$ cat src/rtl/jt900h_udma_eng.sv
// jt900h_udma_eng: TLCS-900H micro-DMA, NCH-channel register file plus a one-datum-per-trigger sequencer.
// Define JT900H_UDMA_ROTPRIO_EN for round-robin channel arbitration; otherwise fixed priority, channel 0 first.
module jt900h_udma_eng #(
    parameter  int NCH = 4,
    parameter  int AW  = 24,
    localparam int CW  = (NCH > 1) ? $clog2(NCH) : 1
) (
    input  logic            rst,
    input  logic            clk,
    input  logic            cen,
    input  logic [31:0]     regin,
    input  logic [CW+3:0]   regsel,
    input  logic [2:0]      regwe,
    input  logic            int_inc,
    input  logic            int_dec,
    output logic [31:0]     regout,
    input  logic [NCH-1:0]  trig,
    output logic [NCH-1:0]  tc_irq,
    output logic            busy,
    output logic            bus_req,
    output logic            bus_we,
    output logic [1:0]      bus_size,
    output logic [AW-1:0]   bus_addr,
    output logic [31:0]     bus_dout,
    input  logic [31:0]     bus_din,
    input  logic            bus_ack
);

    localparam logic [CW:0] NCH_W = (CW+1)'(NCH);

    typedef enum logic [2:0] {IDLE, ARB, RD, WR, UPD} state_t;

    state_t         state;
    logic [31:0]    src  [NCH];
    logic [31:0]    dst  [NCH];
    logic [15:0]    cnt  [NCH];
    logic [7:0]     mode [NCH];
    logic [15:0]    intnest;
    logic [NCH-1:0] pending;
    logic [NCH-1:0] trig_q;
    logic [NCH-1:0] rise;
    logic [CW-1:0]  cur;
    logic [CW-1:0]  last;
    logic [CW-1:0]  arb_ch;
    logic           arb_hit;

    logic [1:0]     bank;
    logic [CW-1:0]  chan;
    logic [1:0]     lane;
    logic           chan_ok;
    logic           wr_ok;
    logic [31:0]    rd_mux;

    logic [4:0]     cmode;
    logic [31:0]    step;
    logic [1:0]     csize;

    assign bank    = regsel[CW+3:CW+2];
    assign chan    = regsel[CW+1:2];
    assign lane    = regsel[1:0];
    assign chan_ok = {1'b0, chan} < NCH_W;
    assign wr_ok   = chan_ok && (regwe != 3'b000);
    assign rise    = trig & ~trig_q;

    assign cmode = mode[cur][4:0];
    assign csize = (cmode[4:3] == 2'd3) ? 2'd2 : cmode[4:3];

    always_comb begin
        case (cmode[4:3])
            2'd0:    step = 32'd1;
            2'd1:    step = 32'd2;
            default: step = 32'd4;
        endcase
    end

    // Lane merge for 32-bit pointer registers: long replaces, word/byte patch one lane from regin's low bits.
    function automatic logic [31:0] merge32(input logic [31:0] old, input logic [31:0] d,
                                            input logic [2:0] we, input logic [1:0] ln);
        logic [31:0] r;
        r = old;
        if (we[2])
            r = d;
        else if (we[1]) begin
            if (ln[1]) r[31:16] = d[15:0];
            else       r[15:0]  = d[15:0];
        end else if (we[0])
            r[{ln, 3'b000} +: 8] = d[7:0];
        return r;
    endfunction

    always_comb begin
        rd_mux = 32'd0;
        if (chan_ok) begin
            case (bank)
                2'd0:    rd_mux = src[chan];
                2'd1:    rd_mux = dst[chan];
                2'd2:    rd_mux = {8'd0, mode[chan], cnt[chan]};
                default: rd_mux = {16'd0, intnest};
            endcase
        end
    end

    always_comb begin
        int idx;
        idx     = 0;
        arb_hit = 1'b0;
        arb_ch  = '0;
`ifdef JT900H_UDMA_ROTPRIO_EN
        // Walk from furthest to nearest so the channel right after the last served one wins.
        for (int k = NCH; k >= 1; k--) begin
            idx = (int'(last) + k) % NCH;
            if (pending[idx]) begin
                arb_hit = 1'b1;
                arb_ch  = CW'(idx);
            end
        end
`else
        for (int k = NCH - 1; k >= 0; k--) begin
            if (pending[k]) begin
                arb_hit = 1'b1;
                arb_ch  = CW'(k);
            end
        end
`endif
    end

    always_ff @(posedge clk or posedge rst) begin
        if (rst) begin
            state    <= IDLE;
            for (int i = 0; i < NCH; i++) begin
                src[i]  <= 32'd0;
                dst[i]  <= 32'd0;
                cnt[i]  <= 16'd0;
                mode[i] <= 8'd0;
            end
            intnest  <= 16'd0;
            pending  <= '0;
            trig_q   <= '0;
            cur      <= '0;
            last     <= CW'(NCH - 1);
            regout   <= 32'd0;
            tc_irq   <= '0;
            busy     <= 1'b0;
            bus_req  <= 1'b0;
            bus_we   <= 1'b0;
            bus_size <= 2'd0;
            bus_addr <= '0;
            bus_dout <= 32'd0;
        end else if (cen) begin
            trig_q <= trig;
            tc_irq <= '0;
            regout <= rd_mux;

            // A new edge on the channel being serviced is absorbed by the current transfer.
            for (int i = 0; i < NCH; i++) begin
                if (rise[i] && !(state != IDLE && cur == CW'(i)))
                    pending[i] <= 1'b1;
            end

            case (state)
                IDLE: begin
                    if (arb_hit) begin
                        cur   <= arb_ch;
                        last  <= arb_ch;
                        busy  <= 1'b1;
                        state <= ARB;
                    end
                end
                ARB: begin
                    bus_req  <= 1'b1;
                    bus_we   <= 1'b0;
                    bus_size <= csize;
                    bus_addr <= src[cur][AW-1:0];
                    state    <= RD;
                end
                RD: begin
                    if (bus_ack) begin
                        bus_we   <= 1'b1;
                        bus_addr <= dst[cur][AW-1:0];
                        bus_dout <= bus_din;
                        state    <= WR;
                    end
                end
                WR: begin
                    if (bus_ack) begin
                        bus_req <= 1'b0;
                        bus_we  <= 1'b0;
                        state   <= UPD;
                    end
                end
                UPD: begin
                    case (cmode[2:0])
                        3'd0:    dst[cur] <= dst[cur] + step;
                        3'd1:    dst[cur] <= dst[cur] - step;
                        3'd2:    src[cur] <= src[cur] + step;
                        3'd3:    src[cur] <= src[cur] - step;
                        default: ;
                    endcase
                    cnt[cur]     <= cnt[cur] - 16'd1;
                    pending[cur] <= 1'b0;
                    if (cnt[cur] == 16'd1)
                        tc_irq[cur] <= 1'b1;
                    busy  <= 1'b0;
                    state <= IDLE;
                end
                default: begin
                    busy  <= 1'b0;
                    state <= IDLE;
                end
            endcase

            // CPU register writes come after the sequencer update so they take precedence.
            if (wr_ok) begin
                case (bank)
                    2'd0: src[chan] <= merge32(src[chan], regin, regwe, lane);
                    2'd1: dst[chan] <= merge32(dst[chan], regin, regwe, lane);
                    2'd2: begin
                        if (regwe[2]) begin
                            mode[chan] <= regin[23:16];
                            cnt[chan]  <= regin[15:0];
                        end else if (lane[1])
                            mode[chan] <= regin[7:0];
                        else if (regwe[1])
                            cnt[chan] <= regin[15:0];
                        else
                            cnt[chan][{lane[0], 3'b000} +: 8] <= regin[7:0];
                    end
                    default: ;
                endcase
            end

            if (wr_ok && bank == 2'd3) begin
                if (regwe[2] || regwe[1])
                    intnest <= regin[15:0];
                else
                    intnest[{lane[0], 3'b000} +: 8] <= regin[7:0];
            end else if (int_inc && !int_dec && intnest != 16'hFFFF)
                intnest <= intnest + 16'd1;
            else if (int_dec && !int_inc && intnest != 16'h0000)
                intnest <= intnest - 16'd1;
        end
    end

endmodule

$ cat config.mk
export PLATFORM = sky130hd
export DESIGN_NAME = jt900h_udma_eng
export DESIGN_NICKNAME = d
export VERILOG_FILES = /design/src/rtl/jt900h_udma_eng.sv
export SDC_FILE = /design/constraint.sdc
export NUM_CORES = 2
export LEC_CHECK = 0
export CORE_ASPECT_RATIO = 1.5
export CORE_UTILIZATION = 43
export CTS_BUF_LIST = sky130_fd_sc_hd__clkbuf_4
export DETAILED_ROUTE_END_ITERATION = 6
export DONT_BUFFER_PORTS = 1
export PLACE_DENSITY = 0.68
export SYNTH_ARGS = -nofsm -noshare
export SYNTH_HDL_FRONTEND = slang
export SYNTH_SLANG_ARGS = --single-unit
$ cat constraint.sdc
create_clock -name clk -period 22.2 [get_ports clk]
set_input_delay 5.55 -clock clk [delete_from_list [all_inputs] [get_ports clk]]
set_output_delay 5.55 -clock clk [all_outputs]
set_load 0.05 [all_outputs]
==> results.tsv <==
stage	metric	value	unit
outcome	outcome	finished with violations	
outcome	violations	design-rule violations, max-capacitance violations, max-slew violations	
yosys	seq_area_frac_synth	37.23	%
placed_design	port_buffers	0	
yosys	yosys.area_share.simple	14.38	%
timing	maxSlewHeadroom	-2.110	%
clock_tree	cts_setup_buffers	0	
yosys	synth_top_flop_cell	dfrtp_1	
timing	setup_viol	0	
routing	vias	31060	
final_layout	final_cell_mix	dfrtp_1 (476), nand2_1 (356), nor2_1 (346)	
yosys	synthTopCellsByArea	dfrtp_1 (37%), mux4_2 (13%), a21oi_1 (4.4%)	
yosys	synth_fp_nets	3474	
floorplanning	die_x	225.2	um
routing	first_pass_iters	7	
critical_path	worstPathMaxFanout	69	
yosys	syn_area_per_cell	9.581	um^2
global_routing	grt_pass1_vias	29770	
clock_tree	path_clk_slew	0.09	ns
final_layout	drive_gt1_share	15.95	%
critical_path	worstSetupStartpointType	input pin	
yosys	synth_mux_area_share	17.02	%
yosys	syn_area	32130	um^2
routing	vias_per_cell	7.094	
placed_design	detailedPlace.worstSlack	13.35	ns
clock_tree	post_cts_resized	0	
critical_path	required	23.13	ns
timing	timing.fmax	121.9	MHz
routing	wire_per_inst	32.09	um
hold_path	min-delay-start	trig_q[3]	
timing	setup_ws	13.99	ns
floorplanning	core	73880	um^2
timing	skew	0.07350	ns
run	maxCapViolations	2	
clock_tree	cts_made_buffers	116	
final_layout	fill_cells	7074	
clock_tree	htree_levels	3	
yosys	synthXorXnorAreaFrac	2.524	%
floorplanning	ioPinCount	180	
power_and_ir_drop	p_leak	13.18	nW
yosys	synth_top_family_by_area	compound AO/OA/AOI/OAI gates	
floorplanning	die-height	336.8	um
yosys	synth_compound_area_share	23.61	%
timing	worstMarginPinSlew	1.532	ns
floorplanning	start_util	43.48	%
timing	hold_violations	0	
yosys	synth_adder_area_share	1.597	%
global_routing	grt_antenna_before_repair	7	
hold_path	min-delay-path-class	flop to flop	
critical_path	cp_top_family	simple AND/OR/NAND/NOR gates	
clock_tree	cts_tree	done	
timing	slew_violations	5	
critical_path	worstPathCellList	inv_1, ha_1, nor3b_1, a21oi_1, or3_1, a21oi_1, a21oi_1, a22o_1, a22oi_1	
clock_tree	cts_root_buf	clkbuf_4	
clock_tree	hold_buffers	0	
global_routing	grt_use_total	36.95	%
critical_path	end_kind	flop	
clock_tree	cts.sinks	478	
critical_path	cp_slowest_cell	nor3b_1	
yosys	yosysWarnings	0	
critical_path	reg2reg_from	cur[0]	
critical_path	startpoint	regsel[1]	
routing	dr.first_iter.drc_count	4502	
global_routing	gr-total-overflow	0	
yosys	ys_types	85	
floorplanning	die_area	75830	um^2
routing	route.detailed.drc	8	
placed_design	dp_hpwl	91.21	mm
final_layout	final_nets	3404	
critical_path	worstPathArrival	9.13	ns
final_layout	final_common_cell	dfrtp_1	
timing	finalSetupTns	0	ns
critical_path	critical_path.max_stage_delay	1.06	ns
clock_tree	clock_latency	1.02	ns
routing	drtAntennaViolNets	0	
power_and_ir_drop	ir_drop	0.09387	mV
clock_tree	clockBufferDepth	3	
global_routing	grt_max_degree	186	
placed_design	globalplace.congestion	0.9982	
critical_path	crit_path_frequent_cell	a21oi_1	
yosys	ys_ff_latch	478	
timing	rsz0062_at_grt	no	
yosys	synthesis.instances	3353	
final_layout	area_growth	7.143	%
yosys	async_reset_ff_share	100.0	%
critical_path	path_class	input pin to flop	
routing	routed_wl	140.5	mm
yosys	yosysTopAreaCell	dfrtp_1	
timing	fin_crit_sh	36.96	%
power_and_ir_drop	power_density	143.7	nW/um^2
floorplanning	core.rowCount	122	
timing	fin_crit	8.205	ns
yosys	synth-edff-count	0	
critical_path	path_buf_inv	1	
yosys	synth_top_area_share	37.23	%
global_routing	grt_pass1_wl	203.3	mm
## Yosys cell counts (18+ instances only)
master and count:
dfrtp_1 478, nand2_1 356, nor2_1 348, a21oi_1 282
mux4_2 189, clkbuf_1 183, o21ai_0 176, o22ai_1 107
o221ai_1 99, a22oi_1 85, o211ai_1 75, nor3_1 61
mux2i_1 59, mux2_2 55, a22o_1 48, a31oi_1 46
inv_1 45, xor2_1 45, xnor2_1 42, nand2b_1 37
ha_1 33, or3_1 33, nand3_1 31, a221oi_1 30
buf_1 30, a32oi_1 28, nor2b_1 27, o2bb2ai_1 21
o31ai_1 21, or2_2 18
## power breakdown
part	internal, mW	total [mW]	leakage [nW]	switching, mW
registers	1.17	1.74	5.99	0.569
clock network	0.358	0.761	0.876	0.403
logic	0.916	2.45	6.31	1.53
total	2.44	4.95	13.2	2.51
## cell families (layout without fill, tap and decap cells)
logic type,Yosys count,in the layout
and+or+nand+nor,1018,1018
other,0,6
AOI/OAI and AO/OA,1137,1137
muxes,303,303
buffers and inverters,289,316
DFF,478,478
xor gates and xnor gates,90,90
adders and majority gates,38,38
## registers in the layout, indices dropped and copies added, names as in the netlist, 2 cells and up
register / cells
dst: 128
src: 128
cnt: 64
bus_dout: 32
mode: 32
regout: 32
bus_addr: 24
intnest: 16
pending: 4
tc_irq: 4
trig_q: 4
state: 3
bus_size: 2
cur: 2
## stage by stage
stage | power [mW] | cell area, um^2 | hold WS [ns] | util, % | std cells
after floorplan | 3.314 | 32130 | 0.4304 | - | 3353
after global placement | 4.006 | 32900 | 0.4348 | 44.54 | 4156
after detailed placement | 4.041 | 32900 | 0.4435 | 44.54 | 4156
after CTS | 4.802 | 34380 | 0.4423 | 46.54 | 4371
after global routing | 5.148 | 34420 | 0.4536 | 46.58 | 4376
final | 4.947 | 34420 | 0.4425 | 46.59 | 4378
## layer usage
layer | track usage, % | share of wire [%] | vias to the layer above
li1 | - | - | 12840
met3 | 11.63 | 13 | 699
met2 | 55.98 | 44 | 2482
met4 | 31.65 | 10 | 4
met1 | 42.32 | 33 | 15030
met5 | 0 | 0.017 | -
## path summary, 6_finish.rpt
| kind | end | slack [ns] | depth (start not counted) |
|---|---|---|---|
| min in group asynchronous | src[40] | 4.58 | 1 |
| hold reg to reg | pending[3] | 0.44 | 1 |
| setup / recovery | src[127] | 13.99 | 9 |
| max in group asynchronous | intnest[9] | 15.32 | 3 |
| setup reg to reg | src[121] | 16.39 | 8 |
| hold / removal | pending[3] | 0.44 | 1 |
## cell type report
class	instances	area, um^2	share of cell area, %
sequential	478	11970	34.77
multi-input combinational	2586	19070	55.42
timing repair buffer	56	464.2	1.349
antenna	6	15.01	0.04362
inverter	45	176.4	0.5125
tap	992	1241	3.606
clock inverter	48	226.5	0.6579
clock buffer	167	1254	3.642
No activity file was read; power rests on OpenSTA's default activity.
